## src/rtl/adder_pkg.sv

```systemverilog
// Shared definitions for the pipelined adder/subtractor: stage count and
// the per-stage control record that travels alongside the operand data.
package adder_pkg;

    // Number of register stages needed to cover WIDTH bits in CHUNK-bit slices.
    function automatic int calc_stages(input int width, input int chunk);
        return width / chunk;
    endfunction

    // Control part of a stage record. The width-dependent fields (the still
    // unprocessed high operand chunks and the finished low result chunks)
    // live in parametrised arrays in the top, next to this record.
    typedef struct packed {
        logic valid;   // beat present in this stage (0 = bubble)
        logic carry;   // carry out of this stage's slice, feeds the next slice
        logic c_msb;   // carry into the top bit of this slice, used for ovf
    } stage_ctrl_t;

endpackage

```

## src/rtl/adder_chunk.sv

```systemverilog
// Purely combinational CHUNK-bit ripple-carry adder slice. Also exposes the
// carry into its top bit so the final slice can derive signed overflow.
module adder_chunk #(
    parameter int CHUNK = 4
) (
    input  logic [CHUNK-1:0] a,
    input  logic [CHUNK-1:0] b,
    input  logic             cin,
    output logic [CHUNK-1:0] sum,
    output logic             cout,
    output logic             c_msb_in
);

    logic [CHUNK:0] carry;

    // Ripple the carry bit by bit through CHUNK full adders.
    always_comb begin
        carry    = '0;
        sum      = '0;
        carry[0] = cin;
        for (int i = 0; i < CHUNK; i++) begin
            sum[i]       = a[i] ^ b[i] ^ carry[i];
            carry[i + 1] = (a[i] & b[i]) | (carry[i] & (a[i] ^ b[i]));
        end
    end

    assign cout     = carry[CHUNK];
    assign c_msb_in = carry[CHUNK-1];

endmodule

```

## src/rtl/pipelined_add_sub.sv

```systemverilog
// WIDTH-bit adder/subtractor pipelined as STAGES = WIDTH/CHUNK ripple slices.
// Stage k adds chunk k using the carry registered by stage k-1. Operands are
// carried forward (skewed) until their chunk is consumed; finished result
// chunks are carried forward (de-skewed) until the last stage. One global
// advance signal moves every stage at once, so bubbles are kept in place.
module pipelined_add_sub
    import adder_pkg::*;
#(
    parameter int WIDTH = 16,
    parameter int CHUNK = 4
) (
    input  logic             clk,
    input  logic             rst_n,
    input  logic             in_valid,
    output logic             in_ready,
    input  logic [WIDTH-1:0] a,
    input  logic [WIDTH-1:0] b,
    input  logic             cin,
    input  logic             sub,
    output logic             out_valid,
    input  logic             out_ready,
    output logic [WIDTH-1:0] sum,
    output logic             cout,
    output logic             ovf
);

    localparam int STAGES = calc_stages(WIDTH, CHUNK);

    if (WIDTH % CHUNK != 0) begin : g_bad_chunk
        $error("pipelined_add_sub: WIDTH must be a multiple of CHUNK");
    end

    stage_ctrl_t      ctrl_q  [STAGES];
    logic [WIDTH-1:0] a_q     [STAGES];
    logic [WIDTH-1:0] b_q     [STAGES];
    logic [WIDTH-1:0] sum_q   [STAGES];

    logic [CHUNK-1:0] chunk_a    [STAGES];
    logic [CHUNK-1:0] chunk_b    [STAGES];
    logic             chunk_cin  [STAGES];
    logic [CHUNK-1:0] chunk_sum  [STAGES];
    logic             chunk_cout [STAGES];
    logic             chunk_cmsb [STAGES];
    logic [WIDTH-1:0] sum_next   [STAGES];

    logic             advance;
    logic [WIDTH-1:0] b_eff;
    logic             cin_eff;

    // Subtraction is a + ~b + ~cin, so borrow-in becomes an inverted carry-in
    // and cout naturally reads as "no borrow".
    assign b_eff   = sub ? ~b : b;
    assign cin_eff = sub ? ~cin : cin;

    // The whole pipe moves together whenever the output slot is free or drained.
    assign advance  = !ctrl_q[STAGES-1].valid || out_ready;
    assign in_ready = advance;

    for (genvar k = 0; k < STAGES; k++) begin : g_stage
        if (k == 0) begin : g_first
            assign chunk_a[k]   = a[CHUNK-1:0];
            assign chunk_b[k]   = b_eff[CHUNK-1:0];
            assign chunk_cin[k] = cin_eff;
            assign sum_next[k]  = WIDTH'(chunk_sum[k]);
        end else begin : g_rest
            // Bits above the chunks finished so far are still zero in sum_q,
            // so the new chunk can simply be OR-ed into place.
            assign chunk_a[k]   = a_q[k-1][k*CHUNK +: CHUNK];
            assign chunk_b[k]   = b_q[k-1][k*CHUNK +: CHUNK];
            assign chunk_cin[k] = ctrl_q[k-1].carry;
            assign sum_next[k]  = sum_q[k-1] | (WIDTH'(chunk_sum[k]) << (k*CHUNK));
        end

        adder_chunk #(.CHUNK(CHUNK)) u_chunk (
            .a        (chunk_a[k]),
            .b        (chunk_b[k]),
            .cin      (chunk_cin[k]),
            .sum      (chunk_sum[k]),
            .cout     (chunk_cout[k]),
            .c_msb_in (chunk_cmsb[k])
        );
    end

    // Stage registers: clear everything on reset, shift all stages on advance,
    // otherwise hold so a stalled result stays stable.
    always_ff @(posedge clk or negedge rst_n) begin
        if (!rst_n) begin
            for (int i = 0; i < STAGES; i++) begin
                ctrl_q[i] <= '0;
                a_q[i]    <= '0;
                b_q[i]    <= '0;
                sum_q[i]  <= '0;
            end
        end else if (advance) begin
            ctrl_q[0] <= '{valid: in_valid, carry: chunk_cout[0], c_msb: chunk_cmsb[0]};
            a_q[0]    <= a;
            b_q[0]    <= b_eff;
            sum_q[0]  <= sum_next[0];
            for (int i = 1; i < STAGES; i++) begin
                ctrl_q[i] <= '{valid: ctrl_q[i-1].valid, carry: chunk_cout[i], c_msb: chunk_cmsb[i]};
                a_q[i]    <= a_q[i-1];
                b_q[i]    <= b_q[i-1];
                sum_q[i]  <= sum_next[i];
            end
        end
    end

    assign out_valid = ctrl_q[STAGES-1].valid;
    assign sum       = sum_q[STAGES-1];
    assign cout      = ctrl_q[STAGES-1].carry;
    assign ovf       = ctrl_q[STAGES-1].carry ^ ctrl_q[STAGES-1].c_msb;

endmodule

```

## config.mk

```make
export PLATFORM = sky130hd
export DESIGN_NAME = pipelined_add_sub
export DESIGN_NICKNAME = d
export VERILOG_FILES = /design/src/rtl/adder_pkg.sv /design/src/rtl/adder_chunk.sv /design/src/rtl/pipelined_add_sub.sv
export SDC_FILE = /design/constraint.sdc
export NUM_CORES = 1
export LEC_CHECK = 0
export BUFFER_PORTS_ARGS = -buffer_cell sky130_fd_sc_hd__buf_4
export CORE_MARGIN = 1.5
export CORE_UTILIZATION = 42
export DETAILED_ROUTE_END_ITERATION = 16
export MAX_ROUTING_LAYER = met4
export PLACE_DENSITY = 0.57
export SYNTH_ARGS = -nofsm -noshare
export SYNTH_HDL_FRONTEND = slang
export SYNTH_SLANG_ARGS = --single-unit
```

## constraint.sdc

```tcl
create_clock -name clk -period 6.1 [get_ports clk]
set_input_delay 0.915 -clock clk [delete_from_list [all_inputs] [get_ports clk]]
set_output_delay 0.915 -clock clk [all_outputs]
set_load 0.01 [all_outputs]
```

==> summary.md <==
The run finished with clean final reports. The worst path uses 47.3% of the clock period. The number of global-route vias before repair is 2164, and the number of optimization iterations in the first detailed-route pass is 4. Clock tree synthesis found a total of 97 sinks. The clock-pin transition on the worst setup and hold timing paths is 0.08 ns, and the static power due to leakage is 2.28 nW. For this design, the slowest cell found on the critical path is nand2b_4. The tools report the kind of end point of the critical path as an output pin.

In this design, the stage delay of the slowest critical-path cell is 0.62 ns. The arrival time reported for the critical path endpoint is 1.97 ns, and the least setup slack across all paths after layout is 3.22 ns. Of the cells placed in the final design, the portion with a size suffix greater than 1 is 46.6%. For the post-synth net total, the log shows 333. For this design the top-level I/O count stands at 58. The worst max-slew margin expressed relative to the limit came out at 52.7%.

The number of cells in the finished layout apart from fillers is 472, and the number of flops mapped to enable cells by yosys is 0. The top achievable clock speed was 347 MHz. In this run the deepest clock path goes through 2 buffers. For the total wire length after detailed routing, the log shows 6.58 mm. Critical path launch point type: a primary input. For the global router's overall resource usage, the log shows 14.5%. The tools report the number of antenna violations at the first check in global routing as 0. By count the netlist is led by dfrtp_1, mux2_2, inv_1, fa_1, xor2_1. The top cell type by area accounts for 57.2% of the synthesized area. TritonCTS built the clock tree. OpenSTA, run right after detailed placement, puts the worst setup slack at 2.84 ns.

Yosys mapped the design onto 16 distinct sky130hd cell types. The utilization after layout is 51.2%. In this run the mean area of a mapped cell was 15.2 um2. The signal on the critical path passes through buf_4, nand2b_4, buf_4. The most frequently used cell type in the post-synthesis netlist is dfrtp_1. Yosys printed 0 warnings. The number of buffers added by the clock tree synthesis step came out at 9. After synthesis the netlist holds a flip-flop and latch count of 97. The count of port buffers added during placement works out to 57.

The tools report the post-detailed-route DRC marker count as 0. For the hold buffer count at CTS, the log shows 0. The logs give 0 for the number of antenna repair diodes and 456 for the number of cells in the design after placement. Entering global routing, the biggest net connects 57 pins. The max-slew violation count was 0. Post-CTS repair changed the size of 0 cells. Cell with the most instances on the worst path: buf_4. The number of hold-slack violations in the final timing report is 0. From bottom edge to top edge, the die measures 103 um. For the max-cap violation count, the log shows 0. The top fanout value on the critical path is 53, and the worst hold slack is 0.454 ns. The wire-length estimate of the detail-placed layout is 4.36 mm.

CTS placed an instance of clkbuf_8 at the clock tree root. The run gives 279 as the instance count of the mapped netlist. Ranked by total cell area, the synthesized netlist is headed by dfrtp_1, mux2_2, fa_1, mux2_4, xor2_1. Per report_power, the combinational group accounts for 34.3% of the total. Buffers added to address setup during post-CTS repair amount to 0.

By startpoint and endpoint, the worst setup path is classified as in2out. Across the VDD grid, the largest voltage drop is 0.000181 V. Net switching is 29.2% of the power. The shortest period the worst path allows was 2.88 ns; the worst path required time was 5.18 ns. The tools report the number of vias after detailed routing as 2203. The total overflow left after global routing is 0.

The routability-driven placement congestion ratio came out at 0.708. At the later pin of the worst-skew pair, clock insertion delay measures 0.35 ns. The die outline width is 103 um.

The first routing iteration left 92 violations. In the final timing run, aggregate negative setup slack is 0 ns. The detailed-route vias per instance came out at 4.67. The run gives 0 as the post-route antenna net violation count.

Setup repair after global routing left no endpoint under its margin. Setup violations remaining at the end of the flow were counted as 0. The area growth from synthesis to layout is 17.9%. The logs give 10700 um2 for the die footprint and 36 for the placement row count. At the pin with the least slew margin, the transition time is 0.710 ns. In this run the power spent charging and discharging nets is 0.711 mW. For the internal power of the cells, the log shows 1.72 mW. The most used flip-flop cell after synthesis is dfrtp_1. After detailed routing, the average wire length per cell comes to 13.9 um.

The worst clock skew was 0.0131 ns; the share of synthesized flip-flops with an asynchronous set or reset was 100%. At the end of the flow, the number of nets in the layout was 388. Cell taking the most area after synthesis: dfrtp_1. The tightest min-delay check is of the reg2reg type.

The core region is 9770 um2. The internal reg-to-reg setup slack was 3.76 ns; the wire length of the first global-routing pass was 11.1 mm. Power per cell area: 487 nW/um2. The synthesized netlist occupies a cell area of 4240 um2. For this configuration, the core starts out at a cell density of 43.4%.

Sequential cells account for 45.1% of the total power. The clock network accounts for 20.5% of the total power. The run gives 57.2% as the sequential element share of the synthesized area. For the H-tree depth, the log shows 3.
## layout make-up
cell class	instances	area, um2
clock buffers	12	145
clock inverters	4	98.8
fillers	866	4770
inverters	25	93.8
multi-input cells	142	1630
flip-flops and latches	97	2430
well taps	133	166
repair buffers	59	443
## state kept, by name, indices dropped and copies added, names as in the netlist
register and flops:
a_q 24, chunk_cin 3, ctrl_q 4, out_valid 1
sum 16, sum_q 24, b_q 24, cout 1
## logic make-up (layout without fill, tap and decap cells)
group | after synthesis | count (layout) | synth area share [%]
flip-flops | 97 | 97 | 57.2
multiplexers | 86 | 86 | 23.7
buffers and inverters | 40 | 100 | 4.42
XOR/XNOR | 18 | 18 | 3.72
adder cells (fa/ha/maj) | 16 | 16 | 7.55
AND/OR/NAND/NOR | 12 | 12 | 2.24
AO/OA/AOI/OAI | 10 | 10 | 1.18
## metal layers
metal	global-route usage [%]	up-vias	part of all wire [%]
li1	-	1036	-
met1	21.3	1110	51
met2	19.1	45	42
met3	2.49	12	3.6
met4	7.38	0	2.4
met5	-	-	0
## through the flow
stage,total power [mW],area (um2)
after floorplan,1.70,4240
after global placement,1.95,4760
after detailed placement,1.97,4760
after CTS,2.48,5000
after global routing,2.63,5000
final,2.44,5000
## final timing paths
| check | start | endpoint | cells past startpoint |
|---|---|---|---|
| hold reg to reg | ctrl_q[5]$_DFFE_PN0P_ | out_valid$_DFFE_PN0P_ | 1 |
| hold / removal | ctrl_q[5]$_DFFE_PN0P_ | out_valid$_DFFE_PN0P_ | 1 |
| min in group asynchronous | rst_n | sum[3]$_DFFE_PN0P_ | 1 |
| setup / recovery | out_ready | in_ready | 3 |
| max in group asynchronous | rst_n | a_q[41]$_DFFE_PN0P_ | 2 |
| setup reg to reg | out_valid$_DFFE_PN0P_ | b_q[30]$_DFFE_PN0P_ | 3 |
## critical path: cells and delay by family
family / cells / cell delay (ns)
and+or+nand+nor: 1 / 0.62
buffers and inverters: 2 / 0.42
## layout by cell type (no fill, tap or decap), drive strengths merged
cell	count
buf	59
inv	26
bufinv	3
nand2b	2
nor3b	10
fa	16
dfrtp	97
mux2	84
mux2i	2
clkbuf	12
xnor2	5
a21oi	10
xor2	13
## power groups by stage
stage               logic (mW)  registers, mW  clock network (mW)
finish                   0.836           1.10               0.500
detailed placement       0.853           1.12                   0
global route             0.939           1.14               0.546
CTS                      0.857           1.11               0.521
floorplan                0.604           1.09                   0
global placement         0.837           1.11                   0
Power figures use the tool's default switching activity.
